## src/rtl/jetpack_pkg.sv

```systemverilog
// Shared types and constants for the jetpack game sequencer.
package jetpack_pkg;

  typedef enum logic [1:0] {
    IDLE    = 2'd0,
    PLAYING = 2'd1,
    DYING   = 2'd2,
    OVER    = 2'd3
  } game_state_t;

  localparam int          WIDTH        = 640;
  localparam int          HEIGHT       = 480;
  localparam logic [15:0] LFSR_SEED    = 16'hACE1;
  // Taps 16,14,13,11 map to bit positions 15,13,12,10.
  localparam logic [15:0] LFSR_TAPS    = 16'hB400;
  localparam logic [8:0]  SPAWN_Y_BASE = 9'd48;

  // One step of the 16-bit Fibonacci LFSR: shift left, feedback into bit 0.
  function automatic logic [15:0] lfsr_next(input logic [15:0] cur);
    return {cur[14:0], ^(cur & LFSR_TAPS)};
  endfunction

endpackage

```

## src/rtl/bcd_add_sat.sv

```systemverilog
// Six-digit packed BCD plus 4-bit binary adder, saturating at 999999.
// Purely combinational; digit 0 sits in the low nibble.
module bcd_add_sat (
  input  logic [23:0] a_i,
  input  logic [3:0]  b_i,
  output logic [23:0] sum_o
);

  logic [4:0]  carry_s;
  logic [4:0]  digit_s;
  logic [23:0] raw_s;

  // Ripple the binary addend through the digits; the first digit can carry 2.
  always_comb begin
    carry_s = {1'b0, b_i};
    digit_s = 5'd0;
    raw_s   = 24'd0;
    for (int i = 0; i < 6; i++) begin
      digit_s = {1'b0, a_i[4*i +: 4]} + carry_s;
      if (digit_s >= 5'd20) begin
        raw_s[4*i +: 4] = 4'(digit_s - 5'd20);
        carry_s         = 5'd2;
      end else if (digit_s >= 5'd10) begin
        raw_s[4*i +: 4] = 4'(digit_s - 5'd10);
        carry_s         = 5'd1;
      end else begin
        raw_s[4*i +: 4] = digit_s[3:0];
        carry_s         = 5'd0;
      end
    end
    if (carry_s != 5'd0) begin
      sum_o = 24'h999999;
    end else begin
      sum_o = raw_s;
    end
  end

endmodule

```

## src/rtl/game_sequencer.sv

```systemverilog
// Game sequencer: frame tick, IDLE/PLAYING/DYING/OVER FSM, score, speed ramp
// and obstacle spawning. Define SEQ_HISCORE_EN to keep a high-score register.
module game_sequencer
  import jetpack_pkg::*;
#(
  parameter int DYING_FRAMES = 60,
  parameter int RAMP_FRAMES  = 600,
  parameter int SPEED_MAX    = 8,
  parameter int SPAWN_GAP    = 90
) (
  input  logic        clk,
  input  logic        reset,
  input  logic [9:0]  x,
  input  logic [8:0]  y,
  input  logic        start,
  input  logic        collision,
  output logic        frame_tick,
  output game_state_t state,
  output logic [3:0]  scroll_speed,
  output logic        freeze,
  output logic        spawn,
  output logic [8:0]  spawn_y,
  output logic [23:0] score,
  output logic [23:0] hiscore
);

  localparam int DW = $clog2(DYING_FRAMES + 1);
  localparam int RW = $clog2(RAMP_FRAMES + 1);
  localparam int SW = $clog2(SPAWN_GAP + 1);
  localparam logic [3:0] SPEED_TOP = 4'(SPEED_MAX);

  game_state_t   state_q, state_d;
  logic          at_end_s, at_end_q, tick_q, start_q, start_rise_s;
  logic          play_tick_s, spawn_hit_s, ramp_hit_s;
  logic [15:0]   lfsr_q;
  logic [23:0]   score_q, sum_s;
  logic [3:0]    speed_q;
  logic [DW-1:0] dying_cnt_q;
  logic [RW-1:0] ramp_cnt_q;
  logic [SW-1:0] spawn_cnt_q;

  assign at_end_s     = (x == 10'(WIDTH - 1)) && (y == 9'(HEIGHT - 1));
  assign start_rise_s = start && !start_q;
  assign play_tick_s  = tick_q && (state_q == PLAYING);
  assign spawn_hit_s  = play_tick_s && (spawn_cnt_q == SW'(SPAWN_GAP - 1));
  assign ramp_hit_s   = play_tick_s && (ramp_cnt_q == RW'(RAMP_FRAMES - 1));

  bcd_add_sat u_add (
    .a_i   (score_q),
    .b_i   (speed_q),
    .sum_o (sum_s)
  );

  // State register.
  always_ff @(posedge clk) begin
    if (!reset) begin
      state_q <= IDLE;
    end else begin
      state_q <= state_d;
    end
  end

  // Next-state logic; start edges only matter in IDLE and OVER.
  always_comb begin
    state_d = state_q;
    case (state_q)
      IDLE: begin
        if (start_rise_s) state_d = PLAYING;
        else              state_d = IDLE;
      end
      PLAYING: begin
        if (tick_q && collision) state_d = DYING;
        else                     state_d = PLAYING;
      end
      DYING: begin
        if (tick_q && (dying_cnt_q == DW'(DYING_FRAMES - 1))) state_d = OVER;
        else                                                  state_d = DYING;
      end
      OVER: begin
        if (start_rise_s) state_d = IDLE;
        else              state_d = OVER;
      end
      default: state_d = IDLE;
    endcase
  end

  // Outputs decoded from state; a collision or reset in the tick cycle vetoes a spawn.
  always_comb begin
    freeze  = 1'b1;
    spawn   = 1'b0;
    spawn_y = 9'd0;
    freeze  = (state_q != PLAYING);
    if (spawn_hit_s && !collision && reset) begin
      spawn   = 1'b1;
      spawn_y = SPAWN_Y_BASE + {1'b0, lfsr_q[7:0]} + {2'b00, lfsr_q[14:8]};
    end else begin
      spawn   = 1'b0;
      spawn_y = 9'd0;
    end
  end

  // Frame-tick edge detector, start edge detector, LFSR, score and counters.
  always_ff @(posedge clk) begin
    if (!reset) begin
      at_end_q    <= 1'b0;
      tick_q      <= 1'b0;
      start_q     <= 1'b0;
      lfsr_q      <= LFSR_SEED;
      score_q     <= 24'd0;
      speed_q     <= 4'd1;
      dying_cnt_q <= '0;
      ramp_cnt_q  <= '0;
      spawn_cnt_q <= '0;
    end else begin
      at_end_q <= at_end_s;
      tick_q   <= at_end_s && !at_end_q;
      start_q  <= start;
      if (tick_q) lfsr_q <= lfsr_next(lfsr_q);
      if ((state_q == IDLE) && start_rise_s) begin
        score_q     <= 24'd0;
        speed_q     <= 4'd1;
        dying_cnt_q <= '0;
        ramp_cnt_q  <= '0;
        spawn_cnt_q <= '0;
      end else if (play_tick_s) begin
        score_q <= sum_s;
        if (collision) begin
          dying_cnt_q <= '0;
        end else begin
          if (ramp_hit_s) begin
            ramp_cnt_q <= '0;
            if (speed_q < SPEED_TOP) speed_q <= speed_q + 4'd1;
          end else begin
            ramp_cnt_q <= ramp_cnt_q + RW'(1);
          end
          if (spawn_hit_s) spawn_cnt_q <= '0;
          else             spawn_cnt_q <= spawn_cnt_q + SW'(1);
        end
      end else if (tick_q && (state_q == DYING)) begin
        dying_cnt_q <= dying_cnt_q + DW'(1);
      end
    end
  end

`ifdef SEQ_HISCORE_EN
  logic [23:0] hiscore_q;

  // Capture the final score (including the fatal tick's add) when it beats the record.
  always_ff @(posedge clk) begin
    if (!reset) begin
      hiscore_q <= 24'd0;
    end else if (play_tick_s && collision && (sum_s > hiscore_q)) begin
      hiscore_q <= sum_s;
    end
  end

  assign hiscore = hiscore_q;
`else
  assign hiscore = 24'd0;
`endif

  assign frame_tick   = tick_q;
  assign state        = state_q;
  assign score        = score_q;
  assign scroll_speed = speed_q;

endmodule

```

## config.mk

```make
export PLATFORM = sky130hd
export DESIGN_NAME = game_sequencer
export DESIGN_NICKNAME = d
export VERILOG_FILES = /design/src/rtl/jetpack_pkg.sv /design/src/rtl/bcd_add_sat.sv /design/src/rtl/game_sequencer.sv
export SDC_FILE = /design/constraint.sdc
export NUM_CORES = 1
export LEC_CHECK = 0
export CAP_MARGIN = 20
export CORE_ASPECT_RATIO = 0.9
export CORE_UTILIZATION = 50
export CTS_CLUSTER_SIZE = 8
export DETAILED_ROUTE_END_ITERATION = 8
export GPL_TIMING_DRIVEN = 0
export PLACE_DENSITY = 0.77
export SKIP_CTS_REPAIR_TIMING = 1
export SYNTH_ARGS = -nofsm -noshare
export SYNTH_HDL_FRONTEND = slang
export SYNTH_SLANG_ARGS = --single-unit
export TNS_END_PERCENT = 50
```

## constraint.sdc

```tcl
create_clock -name clk -period 16.8 [get_ports clk]
set_input_delay 1.68 -clock clk [delete_from_list [all_inputs] [get_ports clk]]
set_output_delay 1.68 -clock clk [all_outputs]
set_load 0.01 [all_outputs]
```

Yosys cells after proc, flatten, opt, wreduce, memory -nomap -nowiden
Index checks and enable logic that the tools add are counted.

storage, ports and cells
  register bits after elaboration = 72
  latch bits = 0
  memory bits (writable) = 0
  ROM bits = 0
  output and inout bits = 66
  memories kept = 0

cells by class
  add/subtract/negate cells = 24
  multiply operators = 0
  divide/modulo/power cells = 0
  magnitude comparators = 13
  eq/ne operators = 10
  shift-type cells = 0
  mux-type cells = 37
  bitwise operators = 2
  reduce and logical (&&, ||, !) cells = 23

operators by type and width
  operator                 count
  $mux W4                  12
  $ge A5 B4 Y1 const B     6
  $ge A5 B5 Y1 const B     6
  $mux W5                  6
  $add A4 B5 Y5            5
  $mux W24                 1
  $sub A4 B3 Y4 const B    6
  $sub A4 B4 Y4 const B    6
  $eq A10 B10 Y1 const B   2
  $mux W6                  3
  $reduce_xor A16 Y1       1
  $logic_and A1 B1 Y1      12
  $add A10 B1 Y10 const B  1
  $mux W10                 1
  $add A6 B8 Y9 const A    1
  $add A9 B7 Y9            1
  $eq A9 B9 Y1 const B     1
  $mux W1                  9
  $mux W9                  1
  $pmux W2 S4              1
  $add A7 B1 Y7 const B    1
  $eq A7 B7 Y1 const B     1
  $mux W7                  1
  $add A6 B1 Y6 const B    1
  17 further kinds         23

Depth between registers and ports, before layout
  depth after elaboration = 26
  gate-level depth with buffers = 59
  mapped depth without buffers = 58

Cells and area by module
Synthesis repeated with hierarchy kept, for this count alone.

unflattened totals
  cell total of the unflattened synthesis = 641
  area, all modules = 5,152.4 µm²

by module, submodules not included
  module          times used  cells each  area each (µm²)  seq. area each (µm²)
  game_sequencer  1           414         3,593.4          1,441.4
  bcd_add_sat     1           227         1,559.0          0.0

Worst setup path after synthesis
OpenSTA, ideal clock, no wires.

  kind = register -> register
  from = register speed_q[0], in the netlist scroll_speed[0]
  to = register score_q[9], in the netlist score[9]
  arrival = 10.342 ns
  data required time = 16.678 ns
  path slack = 6.335 ns
  cell stages (with the launch flop) = 59
  cells stage by stage = dfxtp_1 > ha_1 > fa_1 > xor2_1 > inv_1 > ha_1 > o31ai_1 > nand2_1 > mux2_2 > inv_1 > ha_1 > inv_1 > fa_1 > nor2b_1 > nor2_1 > ha_1 > and3b_1 > nand2_1 > [... 23 more ...] > nor2b_1 > nor2_1 > ha_1 > and3b_1 > nand2_1 > a31oi_1 > nor2_1 > ha_1 > inv_1 > fa_1 > xor2_1 > ha_1 > nand2b_1 > o221ai_1 > a21o_1 > clkbuf_1 > nor4_1 > a311o_1

between the ends
  longest elaborated chain between the ends = 26
  elaborated cells between the ends (all ways) = 36

ends and longest elaborated chain
  what                      line                   text
  start: declaration        game_sequencer.sv:37   logic [3:0] speed_q;
  start signal: assignment  game_sequencer.sv:132  if (speed_q < SPEED_TOP) speed_q <= speed_q + 4'd1;
  $add A4 B4 Y5 *           bcd_add_sat.sv:19      digit_s = {1'b0, a_i[4*i +: 4]} + carry_s;
  $ge A5 B4 Y1              bcd_add_sat.sv:23      end else if (digit_s >= 5'd10) begin
  $mux W1                   bcd_add_sat.sv:23
  $mux W5 *                 bcd_add_sat.sv:20      if (digit_s >= 5'd20) begin
  $add A4 B5 Y5 *           bcd_add_sat.sv:19
  $ge A5 B4 Y1              bcd_add_sat.sv:23
  $mux W1                   bcd_add_sat.sv:23
  $mux W5 *                 bcd_add_sat.sv:20
  [... 10 more ...]         --
  $mux W1                   bcd_add_sat.sv:23
  $mux W5                   bcd_add_sat.sv:20
  $add A4 B5 Y5             bcd_add_sat.sv:19
  $ge A5 B4 Y1              bcd_add_sat.sv:23
  $mux W1                   bcd_add_sat.sv:23
  $mux W5                   bcd_add_sat.sv:20
  $reduce_bool A5 Y1        bcd_add_sat.sv:31      if (carry_s != 5'd0) begin
  $mux W24 *                bcd_add_sat.sv:31
  end signal: assignment    game_sequencer.sv:126  score_q <= sum_s;
  end: declaration          game_sequencer.sv:36   logic [23:0] score_q, sum_s;

Mark *: on every way between the ends. The rest lies on a longest branch, timed or not.
A chain may end at the register's enable or synchronous reset.

Worst setup path in the final report
Same ends and word-level chain as after synthesis.

==> impl_metrics.csv <==
group,metric,value,unit
timing,period_share,73.0,%
timing,worst_pin_slew,685,ps
synthesis,avgSynthCellArea,8.23,um2
synthesis,synth_compound_area_share,16.8,%
run_status,outcome,"finished, final reports clean",
finish,postLayoutCoreUtil,64.7,%
timing,drv_slew,0,
synthesis,synth-xor-area-share,5.52,%
synthesis,ys.flop_type,"dfxtp_1",
grt,grt_max_degree,13,
finish,multi_input_comb_area,0.00313,mm2
power,vdd_ir_drop_max,0.0463,mV
synthesis,synth_area,0.00492,mm2
place,io_buffer_count,63,
finish,area_delta_synth_final,22.6,%
timing,tns,0,ps
synthesis,synthArstFlopShare,0,%
route,via_per_inst,5.52,
route,wl_per_cell,14.0,um
cts,clock_sinks,72,
worst_setup_path,cp.required,17050,ps
route,ant_nets,0,
cts,clk-insertion-delay-late,360,ps
synthesis,synth.top_cell.area_share,29.3,%
finish,n_antenna_cell,0,
synthesis,synth_top_family_by_area,"simple AND/OR/NAND/NOR gates",
worst_setup_path,arrival,12510,ps
cts,cts_root_buf,"clkbuf_8",
synthesis,synth.most_common_cell,"dfxtp_1",
place,hpwl,8670,um
synthesis,synth_warnings,0,
place,gp_congestion,0.891,
cts,cts_tree,"done",
route,firstDrtPassIters,5,
synthesis,yosys_register_bits,72,
worst_hold_path,hold_depth,1,
grt,track_usage,22.3,%
route,vias,4540,
die,coreArea,0.00933,mm2
synthesis,synth_top_area_cell,"dfxtp_1",
route,drtIter0Drc,226,
finish,drive_above_1_share,8.00,%
cts,cts_buffer_depth,2,
die,start_util,52.7,%
worst_hold_path,hold_class,"reg2reg",
worst_setup_path,reg2regPathDepth,58,
synthesis,synth_mux_area_share,3.28,%
timing,max_freq,0.0816,GHz
synthesis,synthSimpleGateAreaFrac,22.6,%
die,die_h,96.1,um
timing,slew_headroom,54.3,%
power,cellPowerDensity,59.8,mW/mm2
cts,htree_levels,3,
worst_setup_path,crit_type,"reg2reg",
synthesis,synth_edf_count,0,
worst_setup_path,end_kind,"flop",
finish,seqCellArea,0.00144,mm2
timing,final.setup_skew,13.4,ps
route,route.detailed.drc,0,
cts,cts_buffers,9,
cts,clkSlewWorstSetupHoldPaths,80,ps
die,die_w,107,um
power,leakagePower,2.44,nW
synthesis,ys_types,64,
route,routed_wl,11500,um
timing,rsz0062_at_grt,"no",
run,cap_viol_max_count,0,
worst_setup_path,crit_fanout,10,
place,place_area,0.00579,mm2
grt,grt_pass1_wl,18400,um
die,boundaryPins,89,
timing,hold_viol,0,
worst_setup_path,startpoint_type,"flop",
synthesis,yosys-top-cells-area,"dfxtp_1 (29%), ha_1 (11%), nand2_1 (4.0%)",
grt,first_global_vias,4066,
die,num_rows,33,
synthesis,synth_cells,598,
timing,setup_viol,0,
synthesis,yosysSeqAreaShare,29.3,%
synthesis,synth-adder-area-share,13.5,%
die,die-area,0.0102,mm2
grt,antenna_found_initial,0,
finish,final_area,0.00604,mm2
finish,final_nets,767,
synthesis,netlist_top_cells_count,"dfxtp_1 (72), nand2_1 (53), inv_1 (44)",
finish,nFillCells,834,
grt,grt_overflow,0,
worst_setup_path,slowest_stage,"fa_1",
worst_setup_path,slowest_delay,480,ps
worst_setup_path,cp_common_cell,"ha_1",
timing,period_needed,12260,ps
-- metal layers --
layer | vias to the layer above | track usage [%] | part of all wire (%)
li1 | 2253 | - | -
met1 | 2126 | 28.3 | 45
met2 | 143 | 38.0 | 48
met3 | 18 | 3.93 | 4.8
met4 | 0 | 8.68 | 1.5
met5 | - | 0 | 0
-- worst paths after layout --
path | from | end | slack (ps)
max | scroll_speed[0] | score[9] | 4540
max reg2reg | scroll_speed[0] | score[9] | 4540
min reg2reg | at_end_q | frame_tick | 390
min | at_end_q | frame_tick | 390
-- power breakdown --
part	internal [mW]	switching (mW)	leakage (nW)
clock network	0.103	0.0665	0.124
registers	0.171	0.000145	0.581
logic	0.0104	0.0104	1.74
-- flip-flops by register name, summed over array words and instances (netlist names) --
| register | cells |
|---|---|
| lfsr_q | 16 |
| frame_tick | 1 |
| scroll_speed | 4 |
| at_end_q | 1 |
| start_q | 1 |
| spawn_cnt_q | 7 |
| ramp_cnt_q | 10 |
| dying_cnt_q | 6 |
| state | 2 |
| score | 24 |
-- critical path, delay by kind of cell, from the launching register on --
kind,cells,cell delay (ps)
xor gates and xnor gates,4,1270
adders and majority gates,18,5280
and+or+nand+nor,15,2140
AOI/OAI and AO/OA,10,1670
DFF,1,370
muxes,1,320
buffers and inverters,10,1120
-- stage by stage --
step           hold slack (ps)  setup slack (ps)  power, mW  std cells
2_1_floorplan              374              6340      0.187        621
3_3_place_gp               380              5210      0.195        806
3_5_place_dp               384              4790      0.196        806
4_1_cts                    395              4710      0.364        822
5_1_grt                    410              3810      0.372        822
6_report                   390              4540      0.361        822
-- layout by cell type (no fill, tap or decap), drive strengths merged, types with 4 or more instances in the layout --
cell type | netlist | routed
dfxtp | 72 | 72
clkdlybuf4s50 | 0 | 63
nand2 | 54 | 54
inv | 44 | 44
ha | 42 | 42
nor2 | 39 | 39
a21oi | 35 | 35
o21ai | 33 | 33
buf | 30 | 30
clkbuf | 17 | 28
conb | 1 | 24
nor2b | 20 | 20
nand3 | 20 | 20
xor2 | 19 | 19
mux2i | 15 | 15
nand4 | 14 | 14
xnor2 | 12 | 12
nand2b | 11 | 11
and3 | 10 | 10
nor3 | 9 | 9
a21o | 8 | 8
a31oi | 7 | 7
fa | 7 | 7
or3 | 6 | 6
o31ai | 5 | 5
a21boi | 5 | 5
nor4 | 5 | 5
o221a | 5 | 5
and3b | 4 | 4
a211oi | 4 | 4
nand3b | 4 | 4
o211ai | 4 | 4
-- layout make-up --
| cell class | instances | area share (%) |
|---|---|---|
| Buffer | 47 | 4.54 |
| Clock buffer | 11 | 2.34 |
| Clock inverter | 5 | 1.72 |
| Inverter | 44 | 2.74 |
| Multi-Input combinational cell | 458 | 51.8 |
| Sequential cell | 72 | 23.9 |
| Tap cell | 122 | 2.53 |
| Timing Repair Buffer | 63 | 10.4 |
-- logic make-up after synthesis --
group           count (synthesis)
flops                          72
simple gates                  210
compound gates                128
fa+ha+maj                      49
buf+inv                        91
xor+xnor                       31
other cells                     1
mux                            16
Power figures use the tool's default switching activity.
==> variant (same settings) <==
Add an input register stage for `x`, `y` and `start`, with the module's reset; this delays them by one clock. The other inputs are not delayed to match.
--- a/src/rtl/game_sequencer.sv
+++ b/src/rtl/game_sequencer.sv
@@ -29,6 +29,22 @@
   localparam int SW = $clog2(SPAWN_GAP + 1);
   localparam logic [3:0] SPEED_TOP = 4'(SPEED_MAX);
 
+  logic [9:0] x_q;
+  logic [8:0] y_q;
+  logic start_r;
+
+  always_ff @(posedge clk) begin
+    if (!reset) begin
+      x_q     <= '0;
+      y_q     <= '0;
+      start_r <= '0;
+    end else begin
+      x_q     <= x;
+      y_q     <= y;
+      start_r <= start;
+    end
+  end
+
   game_state_t   state_q, state_d;
   logic          at_end_s, at_end_q, tick_q, start_q, start_rise_s;
   logic          play_tick_s, spawn_hit_s, ramp_hit_s;
@@ -39,8 +55,8 @@
   logic [RW-1:0] ramp_cnt_q;
   logic [SW-1:0] spawn_cnt_q;
 
-  assign at_end_s     = (x == 10'(WIDTH - 1)) && (y == 9'(HEIGHT - 1));
-  assign start_rise_s = start && !start_q;
+  assign at_end_s     = (x_q == 10'(WIDTH - 1)) && (y_q == 9'(HEIGHT - 1));
+  assign start_rise_s = start_r && !start_q;
   assign play_tick_s  = tick_q && (state_q == PLAYING);
   assign spawn_hit_s  = play_tick_s && (spawn_cnt_q == SW'(SPAWN_GAP - 1));
   assign ramp_hit_s   = play_tick_s && (ramp_cnt_q == RW'(RAMP_FRAMES - 1));
@@ -114,7 +130,7 @@
     end else begin
       at_end_q <= at_end_s;
       tick_q   <= at_end_s && !at_end_q;
-      start_q  <= start;
+      start_q  <= start_r;
       if (tick_q) lfsr_q <= lfsr_next(lfsr_q);
       if ((state_q == IDLE) && start_rise_s) begin
         score_q     <= 24'd0;
Function: changed (a bounded check fails within 4 cycles, from zero or initial values and one cycle with reset low).
==> variant against the original RTL <==
- design area up 12%
- utilization shrank 2.2 points
- area after synthesis up 14%
- setup slack better by 0.32 ns
- global-route usage is 0.94 points lower
- power rose by 19%
- combinational power is 9% higher
- critical endpoint is now score[0]
- routed wire length up 5.0%
- final cell count up 10%
- die area rose by 14%
- sequential cell count increased by 20
==> variant: results (changes against the original RTL) <==
stage;metric;value;unit;change
clock_tree;cts.sinks;92;;+28%
global_route;grt_pass1_wl;20030;µm;+9.0%
placement;place_congestion;0.8802;;-1.2%
route;vias;4784;;+5.4%
cells_and_area;layout.nonclk_buf_frac;0.1403;;-0.009568
sta;finClkSkew;0.007271;ns;-0.006129 ns
cells_and_area;regArea;1842;µm²;+28%
route;drtIter0Drc;212;;-6.2%
cells_and_area;clkCellAreaFrac;0.04018;;-0.0004376
synth;synth_fa_ha_area_frac;0.1165;;-0.01874
power;max-vdd-ir-drop;0.04635;mV;+0.17%
sta;slew-limit-headroom;0.5481;;+0.004582
synth;postSynthAreaPerCell;8.586;µm²;+4.3%
synth;post_synth_xor_area_fraction;0.06271;;+0.007549
synth;ys_types;66;;+3.1%
route;dr_wl_met3;313;µm;-43%
cells_and_area;multi_input_area_share;0.4947;;-0.02339
run_status;status;finished, final reports clean;;
setup_path;cp_slowest_stage_delay;0.55;ns;+0.07 ns
cells_and_area;multi_input_cells;483;;+5.5%
placement;dpl_cell_area;6515;µm²;+12%
global_route;grt_use_met2;0.3780;;-0.001521
synth;muxShareOfSynthArea;0.03303;;+0.0002373
cells_and_area;buffers_excl_clock;118;;+7.3%
placement;dp_hpwl;9200;µm;+6.2%
clock_tree;cts.clk_slew.worst_paths;0.06;ns;-0.02 ns
clock_tree;cts_root_buf;clkbuf_16;;
setup_path;critPathSlowestCell;o21ai_0;;
route;met1_length;5676;µm;+8.9%
cells_and_area;fill_cells;939;;+13%
synth;ys_top_cells_by_count;dfxtp_1, nand2_1, nor2_1;;
global_route;grt_use_met1;0.2746;;-0.008607
synth;synth.area.top_cells;dfxtp_1, ha_1, buf_4;;
cells_and_area;inverters;46;;+4.5%
[variant: cell types whose count changed after synthesis, sizes merged, moves of 4 or more]
| cell | change |
|---|---|
| o32ai | +5 |
| or3 | -4 |
| buf | +10 |
| and2 | +25 |
| and3b | -4 |
| nor3 | +6 |
| o21ai | -4 |
| nand4 | -5 |
| nand2 | -5 |
| nor2 | +10 |
| dfxtp | +20 |
| nand3 | -5 |
| xnor2 | +6 |
| a221oi | +4 |
[variant: power by group]
group          internal (mW)  switching [mW]  total, mW
clock                  0.104          0.0821      0.186
combinational         0.0116          0.0110     0.0226
sequential             0.221        0.000789      0.222
[variant: final timing paths]
check | depth (start not counted) | endpoint | slack (ns) | startpoint
worst max-delay path | 54 | score[0] | 4.87 | scroll_speed[0]
worst min register to register | 1 | frame_tick | 0.41 | at_end_q
worst max register to register | 54 | score[0] | 4.87 | scroll_speed[0]
worst min-delay path | 1 | frame_tick | 0.41 | at_end_q
